$ cat config.mk
export PLATFORM = sky130hd
export DESIGN_NAME = serial_word_loader_flat
export DESIGN_NICKNAME = d
export VERILOG_FILES = /design/src/rtl/serial_word_loader_if.sv /design/src/rtl/serial_word_loader.sv /design/src/flat_wrapper.sv
export SDC_FILE = /design/constraint.sdc
export NUM_CORES = 1
export LEC_CHECK = 0
export CAP_MARGIN = 20
export CORE_MARGIN = 4
export CORE_UTILIZATION = 55
export DETAILED_ROUTE_END_ITERATION = 6
export GPL_TIMING_DRIVEN = 1
export HOLD_SLACK_MARGIN = 0.06
export PLACE_DENSITY = 0.79
export SETUP_SLACK_MARGIN = 0.02
export SYNTH_ARGS = -nofsm -noshare
export SYNTH_HDL_FRONTEND = slang
export SYNTH_SLANG_ARGS = --single-unit
$ cat constraint.sdc
create_clock -name CLK -period 2.4 [get_ports CLK]
set_input_delay 0.48 -clock CLK [delete_from_list [all_inputs] [get_ports CLK]]
set_output_delay 0.48 -clock CLK [all_outputs]
set_load 0.05 [all_outputs]
$ cat src/rtl/serial_word_loader_if.sv
// rtl/serial_word_loader_if.sv - serial frame input, word output and status signals of serial_word_loader
//
// Signals:
//   SIN    serial frame data, idles high
//   SEN    bit-sample enable; SIN is only looked at when SEN=1
//   D      assembled 4-bit word
//   VALID  D holds a word not yet taken downstream
//   READY  downstream register accepts D this cycle
//   PERR   one-cycle parity-error pulse
//   FERR   one-cycle framing-error pulse
//   OVF    sticky overflow flag
//
// master: the loader itself (drives D/VALID and status, receives SIN/SEN/READY)
// slave:  the environment around it (serial source plus downstream register)

interface serial_word_loader_if;
    logic       SIN;
    logic       SEN;
    logic [3:0] D;
    logic       VALID;
    logic       READY;
    logic       PERR;
    logic       FERR;
    logic       OVF;

    modport master (
        input  SIN,
        input  SEN,
        input  READY,
        output D,
        output VALID,
        output PERR,
        output FERR,
        output OVF
    );

    modport slave (
        output SIN,
        output SEN,
        output READY,
        input  D,
        input  VALID,
        input  PERR,
        input  FERR,
        input  OVF
    );
endinterface

$ cat src/rtl/serial_word_loader.sv
// rtl/serial_word_loader.sv - deserialises parity-protected 4-bit frames into a 1-entry output buffer
//
// Frame on SIN (one bit per SEN=1 cycle): start(0), d0..d3 (LSB first),
// parity, stop(1).  A good frame is written into a single-entry buffer
// (D/VALID) on the same edge that samples its stop bit.
//
// Parameters:
//   ODD    0 = even parity, 1 = odd parity
//
// Ports:
//   CLK    clock, all state changes on the rising edge
//   CLR    synchronous active-high reset, overrides every other input
//   bus    serial_word_loader_if.master (SIN, SEN, READY in; D, VALID, PERR, FERR, OVF out)

module serial_word_loader #(
    parameter logic ODD = 1'b0
) (
    input  logic                        CLK,
    input  logic                        CLR,
    serial_word_loader_if.master        bus
);

    typedef enum logic [1:0] {
        IDLE = 2'd0,
        DATA = 2'd1,
        PAR  = 2'd2,
        STOP = 2'd3
    } state_t;

    state_t     state_q,   state_d;
    logic [1:0] bit_cnt_q, bit_cnt_d;
    logic [3:0] shreg_q,   shreg_d;
    logic       par_bad_q, par_bad_d;
    logic [3:0] d_q,       d_d;
    logic       valid_q,   valid_d;
    logic       perr_q,    perr_d;
    logic       ferr_q,    ferr_d;
    logic       ovf_q,     ovf_d;

    // Set on the stop-bit edge of a frame with correct parity and stop bit.
    logic       frame_done;
    // Downstream takes the buffered word on this edge.
    logic       xfer;

    // ------------------------------------------------------------------
    // State register
    // ------------------------------------------------------------------
    always_ff @(posedge CLK) begin
        if (CLR) begin
            state_q   <= IDLE;
            bit_cnt_q <= 2'd0;
            shreg_q   <= 4'h0;
            par_bad_q <= 1'b0;
            d_q       <= 4'h0;
            valid_q   <= 1'b0;
            perr_q    <= 1'b0;
            ferr_q    <= 1'b0;
            ovf_q     <= 1'b0;
        end else begin
            state_q   <= state_d;
            bit_cnt_q <= bit_cnt_d;
            shreg_q   <= shreg_d;
            par_bad_q <= par_bad_d;
            d_q       <= d_d;
            valid_q   <= valid_d;
            perr_q    <= perr_d;
            ferr_q    <= ferr_d;
            ovf_q     <= ovf_d;
        end
    end

    // ------------------------------------------------------------------
    // Frame receiver: next state, shift register, error pulses
    // ------------------------------------------------------------------
    always_comb begin
        state_d    = state_q;
        bit_cnt_d  = bit_cnt_q;
        shreg_d    = shreg_q;
        par_bad_d  = par_bad_q;
        perr_d     = 1'b0;
        ferr_d     = 1'b0;
        frame_done = 1'b0;

        // Nothing moves on SEN=0 cycles; SIN is don't-care there.
        if (bus.SEN) begin
            unique case (state_q)
                IDLE: begin
                    if (!bus.SIN) begin
                        state_d   = DATA;
                        bit_cnt_d = 2'd0;
                        shreg_d   = 4'h0;
                    end
                end

                DATA: begin
                    shreg_d[bit_cnt_q] = bus.SIN;
                    bit_cnt_d          = bit_cnt_q + 2'd1;
                    if (bit_cnt_q == 2'd3) begin
                        state_d = PAR;
                    end
                end

                PAR: begin
                    // Parity verdict is kept until the stop bit decides
                    // whether the frame is a framing or a parity failure.
                    par_bad_d = (((^shreg_q) ^ bus.SIN) != ODD);
                    state_d   = STOP;
                end

                STOP: begin
                    state_d   = IDLE;
                    bit_cnt_d = 2'd0;
                    // A bad stop bit masks any parity problem.
                    if (!bus.SIN) begin
                        ferr_d = 1'b1;
                    end else if (par_bad_q) begin
                        perr_d = 1'b1;
                    end else begin
                        frame_done = 1'b1;
                    end
                end

                default: begin
                    state_d   = IDLE;
                    bit_cnt_d = 2'd0;
                end
            endcase
        end
    end

    // ------------------------------------------------------------------
    // Single-entry output buffer
    // ------------------------------------------------------------------
    always_comb begin
        xfer    = valid_q & bus.READY;
        d_d     = d_q;
        valid_d = valid_q & ~xfer;
        ovf_d   = ovf_q;

        if (frame_done) begin
            // The buffer has room if it is empty or is being emptied on
            // this very edge; otherwise the new word is lost and the old
            // one is kept untouched.
            if (!valid_q || bus.READY) begin
                d_d     = shreg_q;
                valid_d = 1'b1;
            end else begin
                ovf_d   = 1'b1;
            end
        end
    end

    assign bus.D     = d_q;
    assign bus.VALID = valid_q;
    assign bus.PERR  = perr_q;
    assign bus.FERR  = ferr_q;
    assign bus.OVF   = ovf_q;

endmodule

$ cat src/flat_wrapper.sv
// flat-port wrapper written by rule: the top's interface ports become plain ports
module serial_word_loader_flat 
#(
    parameter logic ODD = 1'b0
)
  (CLK, CLR, bus_SIN, bus_SEN, bus_READY, bus_D, bus_VALID, bus_PERR, bus_FERR, bus_OVF);
  serial_word_loader_if bus_i ();
  input  logic CLK;
  input  logic CLR;
  input wire logic [$bits(bus_i.SIN)-1:0] bus_SIN;
  input wire logic [$bits(bus_i.SEN)-1:0] bus_SEN;
  input wire logic [$bits(bus_i.READY)-1:0] bus_READY;
  output wire logic [$bits(bus_i.D)-1:0] bus_D;
  output wire logic [$bits(bus_i.VALID)-1:0] bus_VALID;
  output wire logic [$bits(bus_i.PERR)-1:0] bus_PERR;
  output wire logic [$bits(bus_i.FERR)-1:0] bus_FERR;
  output wire logic [$bits(bus_i.OVF)-1:0] bus_OVF;
  assign bus_i.SIN = bus_SIN;
  assign bus_i.SEN = bus_SEN;
  assign bus_i.READY = bus_READY;
  assign bus_D = bus_i.D;
  assign bus_VALID = bus_i.VALID;
  assign bus_PERR = bus_i.PERR;
  assign bus_FERR = bus_i.FERR;
  assign bus_OVF = bus_i.OVF;
  serial_word_loader #(.ODD(ODD)) u_core (.CLK(CLK), .CLR(CLR), .bus(bus_i));
endmodule
# After elaboration in Yosys (flattened, before gate mapping)
# Index checks and enable logic that the tools add are counted.
# W data, S select, Z words.
classes:
  add_sub_neg: 1
  n_lt_le_gt_ge: 2
  eq_ne: 6
  mux: 18
  n_bitwise: 8
  n_reduce_logical: 15
op_table:
  columns: ["op", "count"]
  rows:
  - ["$mux W1", 9]
  - ["$reduce_and A3 Y1", 3]
  - ["$pmux W2 S4", 1]
  - ["$pmux W4 S2", 1]
  - ["$eq A2 B2 Y1 const B", 3]
  - ["$mux W2", 3]
  - ["$pmux W2 S3", 1]
  - ["$reduce_and A2 Y1", 3]
  - ["$not A1 Y1", 5]
  - ["$bwmux W4", 1]
  - ["$mux W4", 1]
  - ["$reduce_or A4 Y1", 1]
  - ["$reduce_xor A4 Y1", 1]
  - ["$lt A2 B3 Y1 const B", 1]
  - ["$reduce_bool A3 Y1", 1]
  - ["$reduce_or A3 Y1", 1]
  - ["$add A2 B1 Y2 const B", 1]
  - ["$and A1 B1 Y1", 2]
  - ["$demux W1 S2", 1]
  - ["$eq A2 B1 Y1 const B", 1]
  - ["$ge A2 B1 Y1 const B", 1]
  - ["$logic_not A2 Y1", 1]
  - ["$ne A2 B1 Y1 const B", 1]
  - ["$ne A2 B2 Y1 const B", 1]
  - ["5 further kinds", 5]
totals:
  ff_bits: 17
  input_bits: 5
  out_inout_bits: 8

# Depth between registers and ports, before layout
# Gate-level depths: netlist of the first run.
depth:
  ltp_word: 6
  ltp_mapped: 6
  depth_no_buf: 6

# Least setup slack after synthesis of the first run
# No wires, ideal clock.
synth_timing:
  kind: "flip-flop to flip-flop"
  start: "register u_core.state_q[0]"
  end: "register u_core.state_q[0]"
  setup_ns: 0.128
  arrival_time_ns: 1.292
  required_time_ns: 2.272
  slack_ns: 0.979
  path_stages_with_launch: 7
  synth_period_minus_slack_ns: 1.421
  path_cell_list: "dfxtp_1 inv_1 ha_1 a21bo_2 a21o_1 nor3_1 a211oi_1"
synth_between:
  elab_chain_len: 3
  word_cells_on_any_way: 8
  cone_classes: "5 x eq/ne; 1 x mux; 2 x reduce/logical"
synth_rtl:
  columns: ["item", "line", "source"]
  rows:
  - ["from (decl)", "serial_word_loader.sv:30", "state_t state_q, state_d;"]
  - ["from (signal assigned)", "serial_word_loader.sv:60", "state_q <= state_d;"]
  - ["$eq A2 B1 Y1 or $logic_not A2 Y1 (tied branches)", "serial_word_loader.sv:86", "unique case (state_q)"]
  - ["$ne A2 B1 Y1 (no source line) or $ne A2 B2 Y1 (tied branches)", null, null]
  - ["$reduce_and A3 Y1 (no source line)", null, null]
# Parallel ways exist; a longest one is shown, timed or not.
# A chain may end at the register's enable or synchronous reset.

# Final worst setup path of the first run
layout_timing:
  start: "register u_core.d_q[2], in the netlist u_core.bus.D[2]"
  end: "output port bus_D[2]"
layout_rtl:
  columns: ["item", "line", "source"]
  rows:
  - ["from (decl)", "serial_word_loader.sv:34", "logic [3:0] d_q, d_d;"]
  - ["from (signal assigned)", "serial_word_loader.sv:54", "d_q <= 4'h0;"]
  - ["from (signal assigned)", "serial_word_loader.sv:64", "d_q <= d_d;"]
  - ["to (decl)", "flat_wrapper.sv:13", "output wire logic [$bits(bus_i.D)-1:0] bus_D;"]
# No word-level cell between the ends.

==> run metrics, run 1 <==
run status complete, no violations; footprint of the multi-input gates 512 um2; Pwr Total 512 uW; number of routed nets with antenna violations 0; EDFF count, synth 0; pre-CTS setup slack 0.299 ns; final hold slack 0.450 ns; DRT iter0 DRCs 11; Antenna Cells 0; Ports 13; Setup WS post-layout 0.484 ns; most frequent cells after synthesis dfxtp_1, ha_1, nor2_1; Finished Core Util between 60% and 70%; max-cap violation count 0; Internal Power 383 uW; RePlAce Congestion slightly above 0.7; Critical path buffers and inverters 1; relative slew slack between 60% and 70%; Max Root-Sink Buffers 2; Seq/Total Area, Yosys 38.2%; initial antenna violation count 0; die width 48.2 um; GRT Util Overall 15.6%; Net Switching 129 uW; CTS Buf Count 3; clk sinks 17; FF/Latch Area 340 um2; Remaining DRCs 0; CP arrival 1.44 ns; Fin. Hold Viols 0; Post-CTS Hold Fix Bufs 0; Compound-Gate Fraction of Synth Area 13.8%; Port Buffers 12; RSZ-0062 raised after global routing no; startpoint types register; most common cell in the netlist dfxtp_1; Die Y 48.2 um; delay-heaviest family, CP buffers and inverters; CTS H-tree depth 1; Post-DP Area slightly above 0.001 mm2; r2r startpoint u_core.state_q[0]; largest net degree at the start of global routing 18; CP Cell Sequence clkdlybuf4s50_1; Worst EP required roughly 1.9 ns; Post-Syn Nets 112; final wirelength 1520 um; Ys Warns 0; post-synthesis adder-cell area fraction 15.4%; vias in the first global route 623; Final Setup Violations 0; Max Fclk 522 MHz; Via density 5.57; Area contributors post-synth dfxtp_1, ha_1, mux2i_1, a21oi_1, nor2b_1; fin crit period ~1.9 ns; Mapped Avg Cell Area 9.28 um2; Clock power frac 28.9%; Area growth syn-to-layout 17.3%; VDD IR max approximately 0.27 mV; DP Wirelength about 1200 um; leak pwr 0.388 nW; design area roughly 0.0010 mm2; Worst Skew 0.00362 ns; share of cells above drive strength 1 ~5.5%; hold path start u_core.par_bad_q; Placed Cells roughly 120; DR WL/cell 12.2 um; Synth Area in Simple Gates 17.0%; Die ar. 0.00233 mm2; combinational group share of total power 14.2%; slowest stage cell, crit path clkdlybuf4s50_1; crit end category output port; critical path class register to output port; multiplexer share of the synthesized area 6.74%; Detailed Routing Iterations Pass 1 4; fin. max-slew vios 0; CTS tree done; grt total ovfl 0; Cell variety after synth 29; CP peak stage delay around 0.8 ns; Final Cycle Share 79.8%; Clock Latency Late Sink 0.28 ns; Std-Cell Rows 14; sw frac 25.2%; post-CTS sizing 0; final setup TNS 0 ns; P per Cell Area roughly 490 mW/mm2; via count between 600 and 700; clock-pin slew on the worst setup and hold paths ~0.09 ns; asr flop ratio synth 0%; setup bufs post-CTS 0; first-pass GRT wire length 2520 um; largest area contributor in the netlist dfxtp_1; Placeable Area 0.00152 mm2; worst min path class register to register; # nets final 126; final cell count without fillers ~130; Synth Cell Area 891 um2; worst-path maximum fanout 2; Reg power frac 57.0%; filler instances 132; post-synth top area share between 30% and 40%; CTS Root Cell clkbuf_4; CP startpoint u_core.bus.D[2]; XOR/XNOR Fraction of Synth Area approximately 4.5%; Worst Tran Pin Value 0.595 ns; Main synth FF type dfxtp_1; largest family of logic cells by synthesized area simple AND/OR/NAND/NOR gates; cells after synthesis 96; initial core utilization between 50% and 60%; Seq cells post-synth 17
[cell families (layout without fill, tap and decap cells)]
group                      Yosys count  in the layout
AOI/OAI and AO/OA                   20             20
xor gates and xnor gates             3              3
adders and majority gates           11             11
buffers and inverters                9             22
DFF                                 17             17
muxes                                6              6
and+or+nand+nor                     30             30
[flip-flops by register name, summed over array words and instances, names as in the netlist]
name              cells
u_core.bus.OVF        1
u_core.bus.PERR       1
u_core.shreg_q        4
u_core.bus.FERR       1
u_core.bus.D          4
u_core.bit_cnt_q      2
u_core.par_bad_q      1
u_core.bus.VALID      1
u_core.state_q        2
[cell usage in the layout, fill, tap and decap left out, drive strengths merged]
cell,Yosys,final
nor2,8,8
xnor3,1,1
a211oi,1,1
inv,5,5
dfxtp,17,17
o31a,1,1
and2,1,1
a21bo,1,1
nand3,3,3
xor2,1,1
mux2i,6,6
a21o,1,1
nor3,3,3
xnor2,1,1
nand4b,1,1
ha,11,11
o21ai,7,7
and2b,1,1
o2111ai,1,1
buf,1,1
clkbuf,3,4
nand2,5,5
clkdlybuf4s50,0,12
nand2b,1,1
o21ba,1,1
nor2b,5,5
nand4,2,2
a21oi,7,7
[area by class of cell]
cell class / instances / area share [%]
flip-flops and latches: 17 / 32.6
inverters: 5 / 1.80
well taps: 16 / 1.92
repair buffers: 13 / 12.2
clock buffers: 4 / 2.51
multi-input cells: 70 / 49.0
[power groups by stage]
| stage | sequential (mW) | clock [mW] | combinational (mW) |
|---|---|---|---|
| after CTS | 0.292 | 0.156 | 0.0727 |
| final | 0.292 | 0.148 | 0.0727 |
| after global routing | 0.293 | 0.168 | 0.0816 |
| after floorplan | 0.298 | 0 | 0.0532 |
| after global placement | 0.298 | 0 | 0.0705 |
| after detailed placement | 0.298 | 0 | 0.0723 |
[final timing paths]
| check | end | slack, ns | depth (start not counted) |
|---|---|---|---|
| worst max-delay path | bus_D[2] | 0.48 | 1 |
| worst min-delay path | u_core.bus.PERR | 0.45 | 2 |
| worst max register to register | u_core.state_q[0] | 0.81 | 6 |
| worst min register to register | u_core.bus.PERR | 0.45 | 2 |
[tightest hold or removal path, stage by stage, from the launching register on]
cell and delay [ns]:
dfxtp_1 0.33, nand2_1 0.05, nor3_1 0.03
[metal layers]
| metal | global-route usage, % | up-vias | routed length [um] |
|---|---|---|---|
| met3 | 3.32 | 2 | 55 |
| met1 | 18.4 | 331 | 697 |
| met4 | 8.06 | 0 | 13 |
| li1 | - | 354 | - |
| met5 | 0 | - | 0 |
| met2 | 26.3 | 9 | 752 |
Power figures use the tool's default switching activity.
==> inputs of run 2 (changes only) <==
--- a/config.mk
+++ b/config.mk
@@ -7,11 +7,11 @@
 export LEC_CHECK = 0
 export CAP_MARGIN = 20
 export CORE_MARGIN = 4
-export CORE_UTILIZATION = 55
+export CORE_UTILIZATION = 46
 export DETAILED_ROUTE_END_ITERATION = 6
 export GPL_TIMING_DRIVEN = 1
 export HOLD_SLACK_MARGIN = 0.06
-export PLACE_DENSITY = 0.79
+export PLACE_DENSITY = 0.7
 export SETUP_SLACK_MARGIN = 0.02
 export SYNTH_ARGS = -nofsm -noshare
 export SYNTH_HDL_FRONTEND = slang
==> constraint.sdc (replaced) <==
create_clock -name CLK -period 1.7 [get_ports CLK]
set_input_delay 0.34 -clock CLK [delete_from_list [all_inputs] [get_ports CLK]]
set_output_delay 0.34 -clock CLK [all_outputs]
set_load 0.05 [all_outputs]
==> run 2 against run 1 <==
  * Sequential share of layout area fell by 0.98 points
  * Critical path depth rose by 5
  * Clock-buffer cell count fell by 1
  * Critical endpoint is now u_core.state_q[0]
  * Core utilization fell by 8.1 points
  * Flip-flop and latch count did not move
  * Register-to-register slack got worse by 0.70 ns
  * Worst hold slack improved by 0.0029 ns
==> run metrics, run 2 (synthesized netlist as in run 1, its figures left out) <==
Via density 4.96 (-11%); GRT Util Overall 14.0% (-1.7 points); CTS tree done; fin. max-slew vios 0 (unchanged); FF/Latch Area 340 um2 (unchanged); RePlAce Congestion 0.852 (+19%); worst setup path end u_core.state_q[0]; worst-path maximum fanout 6 (+4); Post-CTS Hold Fix Bufs 0 (unchanged); VDD IR max 0.530 mV (+97%); filler instances 177 (+34%); design area 0.00108 mm2 (+3.1%); critical path class register to register; max-cap violation count 0 (unchanged); Worst EP required 1.88 ns (-0.04 ns); commonest non-fill, non-tap cell in the layout dfxtp_1; Worst Tran Pin Value 0.168 ns (-0.427 ns); run status complete, no violations; initial antenna violation count 0 (unchanged); Antenna Cells 0 (unchanged); crit end category register; r2r startpoint u_core.state_q[0]; Final Cycle Share 93.3%; grt total ovfl 0 (unchanged); CP arrival 1.76 ns (+0.32 ns); final wirelength 1590 um (+4.7%); largest net degree at the start of global routing 11 (-7); Pwr Total 738 uW (+44%); via count 690 (-0.86%); clk sinks 17 (unchanged); CP startpoint u_core.state_q[0]; Max Fclk 630 MHz; vias in the first global route 667 (+7.1%); worst min path class register to register; CTS Root Cell clkbuf_4; reg2reg end u_core.state_q[0]; R2R setup slack 0.11 ns (-0.70 ns); Placeable Area 0.00178 mm2 (+17%); Worst Skew 0.00175 ns (-0.00186 ns); # nets final 131 (+4.0%); Setup WS post-layout 0.114 ns (-0.370 ns); Std-Cell Rows 15 (+1); Post-DP Area 0.00105 mm2 (+2.8%); Detailed Routing Iterations Pass 1 4 (unchanged); Area growth syn-to-layout 20.9%; Fin. Hold Viols 0 (unchanged); DR WL/cell 11.4 um (-5.9%); Port Buffers 12 (unchanged); footprint of the multi-input gates 514 um2 (+0.49%); CTS Buf Count 3 (unchanged); Max Root-Sink Buffers 2 (unchanged); Clock Latency Late Sink 0.28 ns (about the same); initial core utilization 50.0% (-8.5 points); Remaining DRCs 0 (unchanged); final setup TNS 0 ns (unchanged); Final Setup Violations 0 (unchanged); DRT iter0 DRCs 10 (-1); clock-pin slew on the worst setup and hold paths 0.10 ns (about the same); startpoint types register; Ports 13 (unchanged); Die Y 52.0 um (+7.8%); pre-CTS setup slack -0.00415 ns (-0.304 ns); DP Wirelength 1300 um (+9.4%); relative slew slack 88.5% (+28 points); first-pass GRT wire length 2860 um (+13%); leak pwr 0.432 nW (+11%); die width 52.0 um (+7.8%); R2R depth 6 (unchanged); highest-count cells in the layout ignoring fill and taps dfxtp_1, buf_4, ha_1, nor2_1, a21oi_1; fin crit period 1.59 ns; RSZ-0062 raised after global routing yes; Die ar. 0.00270 mm2 (+16%); share of cells above drive strength 1 18.4% (+13 points); P per Cell Area 685 mW/mm2 (+40%); number of routed nets with antenna violations 0 (unchanged); CTS H-tree depth 1 (unchanged)
==> run 2: layer usage <==
metal  wire, um  track usage [%]
met1        756             17.2
met2        778             24.5
met3         47             3.44
met4          6             2.62
met5          0                0
==> run 2: per-stage QoR <==
stage | utilization [%] | std cells | hold WS, ns
2_1_floorplan | - | 96 | 0.418
3_3_place_gp | 58.7 | 135 | 0.446
3_5_place_dp | 58.7 | 135 | 0.445
4_1_cts | 60.3 | 139 | 0.461
5_1_grt | 60.4 | 139 | 0.482
6_report | 60.4 | 139 | 0.452
==> run 2: cell type report <==
cell class	instances	area share, %
multi-input cells	70	47.7
repair buffers	18	13.5
well taps	25	2.90
inverters	5	1.74
flip-flops and latches	17	31.6
clock buffers	3	2.09
clock inverters	1	0.465
==> run 2: where the power goes <==
part	switching (mW)	internal (mW)	leakage, nW
clock network	0.127	0.0872	0.0177
registers	0.00730	0.405	0.137
logic	0.0590	0.0518	0.277
==> run 2: worst min-delay path by stage <==
stage | startpoint | endpoint | cells past startpoint
2_1_floorplan | bus_SIN | u_core.bus.FERR | 1
6_report | u_core.par_bad_q | u_core.bus.PERR | 2
5_1_grt | u_core.par_bad_q | u_core.bus.PERR | 2
4_1_cts | u_core.par_bad_q | u_core.bus.PERR | 2
3_5_place_dp | u_core.par_bad_q | u_core.bus.PERR | 2
3_3_place_gp | u_core.par_bad_q | u_core.bus.PERR | 2
==> run 2: repair_timing <==
item,CTS,global route
setup buffers,0,0
gates resized for setup,0,1
endpoints found under the setup margin,0,3
==> run 2: worst max-delay path, stage by stage (launching register included) <==
cell      delay (ns)
dfxtp_1         0.40
inv_1           0.12
ha_1            0.28
a21bo_2         0.28
a21o_1          0.20
nor3_1          0.13
a211oi_1        0.07
==> inputs of run 3 (changes only) <==
--- a/config.mk
+++ b/config.mk
@@ -7,11 +7,11 @@
 export LEC_CHECK = 0
 export CAP_MARGIN = 20
 export CORE_MARGIN = 4
-export CORE_UTILIZATION = 46
+export CORE_UTILIZATION = 27
 export DETAILED_ROUTE_END_ITERATION = 6
 export GPL_TIMING_DRIVEN = 1
 export HOLD_SLACK_MARGIN = 0.06
-export PLACE_DENSITY = 0.7
+export PLACE_DENSITY = 0.45
 export SETUP_SLACK_MARGIN = 0.02
 export SYNTH_ARGS = -nofsm -noshare
 export SYNTH_HDL_FRONTEND = slang
==> run 3 against run 2 <==
  * Setup slack better by 0.042 ns
  * Non-clock buffer count stayed put
  * Global-route usage is 4.9 points lower
  * Core utilization is 25 points lower
  * Largest cell class unchanged
  * Highest routed layer unchanged
  * Critical endpoint unchanged
  * Critical path depth stayed put
==> run metrics, run 3 (synthesized netlist as in run 1, its figures left out) <==
Worst Tran Pin Value 0.345 ns (+0.177 ns); M2 GR Usage 15.0% (-9.4 points); clk sinks 17 (unchanged); design area 0.00110 mm2 (+2.1%); CP peak stage delay 0.42 ns (+0.02 ns); Die ar. 0.00428 mm2 (+58%); CP Cell Sequence inv_1 > ha_1 > a21bo_2 > a21o_1 > nor3_1 > a211oi_1; Fin. Hold Viols 0 (unchanged); share of cells above drive strength 1 18.4% (unchanged); GR Util met3 4.27% (+0.84 points); Final Cycle Share 90.8% (-2.5 points); first-pass GRT wire length 2980 um (+4.3%); Antenna Cells 0 (unchanged); Ports 13 (unchanged); final wirelength 1620 um (+1.8%); final hold slack 0.468 ns (+0.0153 ns); # nets final 131 (unchanged); P per Cell Area 675 mW/mm2 (-1.5%); reg2reg end u_core.state_q[0]; final cell count without fillers 158 (+14%); Via density 4.35 (-12%); grt total ovfl 0 (unchanged); CTS Root Cell clkbuf_4; Pwr Total 742 uW (+0.59%); highest-count cells in the layout ignoring fill and taps dfxtp_1, buf_4, ha_1, nor2_1, a21oi_1; hold path start u_core.par_bad_q; run status complete, no violations; R2R depth 6 (unchanged); GRT Max-Usage Layer met2; Post-CTS Hold Fix Bufs 0 (unchanged); leak pwr 0.432 nW (-0.14%); fin. max-slew vios 0 (unchanged); Detailed Routing Iterations Pass 1 3 (-1); via count 687 (-0.43%); Die Y 65.4 um (+26%); crit end category register; Clock Latency Late Sink 0.30 ns (+0.02 ns); DP Wirelength 1310 um (+1.2%); CP arrival 1.72 ns (-0.04 ns); pre-CTS setup slack -0.00452 ns (-0.000372 ns); hold endpoint u_core.par_bad_q; Port Buffers 12 (unchanged); RePlAce Congestion 0.741 (-13%); vias in the first global route 717 (+7.5%); GRT Util Overall 9.04% (-4.9 points); max-cap violation count 0 (unchanged); Critical path buffers and inverters 1 (unchanged); DRT iter0 DRCs 20 (+10); met1 usage 10.4% (-6.8 points); Placeable Area 0.00310 mm2 (+74%); CTS Buf Count 3 (unchanged); Max Root-Sink Buffers 2 (unchanged); initial antenna violation count 0 (unchanged); relative slew slack 76.9% (-12 points); Placed Cells 154 (+14%); worst min path class register to register; RSZ-0062 raised after global routing no; clock-pin slew on the worst setup and hold paths 0.11 ns (about the same); number of routed nets with antenna violations 0 (unchanged); DR WL/cell 10.2 um (-10%); Final Setup Violations 0 (unchanged); r2r startpoint u_core.state_q[1]; CTS tree done; commonest non-fill, non-tap cell in the layout dfxtp_1; VDD IR max 0.420 mV (-21%); Remaining DRCs 0 (unchanged); critical path class register to register; Setup WS post-layout 0.156 ns (+0.0424 ns); Hold Path Stages 2 (unchanged); fin crit period 1.54 ns (-0.0424 ns); CTS H-tree depth 1 (unchanged); die width 65.4 um (+26%); final setup TNS 0 ns (unchanged); initial core utilization 28.7% (-21 points); Std-Cell Rows 20 (+5); Finished Core Util 35.4% (-25 points); Area growth syn-to-layout 23.5%; Worst Skew 0.00788 ns (+0.00613 ns); delay-heaviest family, CP compound AO/OA/AOI/OAI gates; R2R setup slack 0.16 ns (+0.04 ns); Worst EP required 1.88 ns (about the same); Max Fclk 648 MHz (+2.7%); startpoint types register; slowest stage cell, crit path dfxtp_1; worst-path maximum fanout 6 (unchanged); largest net degree at the start of global routing 11 (unchanged); Post-DP Area 0.00107 mm2 (+2.3%)
run 3: report_power, final:
part           internal (mW)  total [mW]  switching (mW)
clock                 0.0876       0.223           0.135
combinational         0.0496       0.106          0.0566
sequential             0.405       0.413         0.00728
total                  0.543       0.742           0.199
run 3: cell type report:
cell class / instances / area [um2]
Clock inverter: 1 / 5.00
Fill cell: 352 / 2000
Tap cell: 44 / 55.1
Timing Repair Buffer: 18 / 145
Inverter: 5 / 18.8
Clock buffer: 3 / 22.5
Sequential cell: 17 / 342
Multi-Input combinational cell: 70 / 512
run 3: repair_timing:
item	in CTS	in global routing
buffers inserted	0	0
setup endpoints to repair	0	5
resized for setup	0	1
run 3: worst min-delay path, stage by stage, from the launching register on:
cell and delay (ns):
dfxtp_1 0.33, nand2_1 0.05, a21oi_1 0.05
run 3: worst max path at each step:
| stage | startpoint | to | cells past startpoint | slack (ns) |
|---|---|---|---|---|
| final | u_core.state_q[1] | u_core.state_q[0] | 6 | 0.16 |
| after detailed placement | bus_SIN | u_core.state_q[0] | 6 | -0.005 |
| after global routing | u_core.state_q[1] | u_core.shreg_q[1] | 6 | 0.03 |
| after global placement | bus_SIN | u_core.state_q[0] | 6 | 0.03 |
| after CTS | u_core.state_q[0] | u_core.state_q[0] | 6 | 0.12 |
| after floorplan | u_core.state_q[0] | u_core.state_q[0] | 6 | 0.28 |
run 3: routing by layer:
metal  vias up  share of wire [%]
met5         -                  0
met3         4                5.9
met2        12                 47
li1        367                  -
met1       304                 46
met4         0                1.1
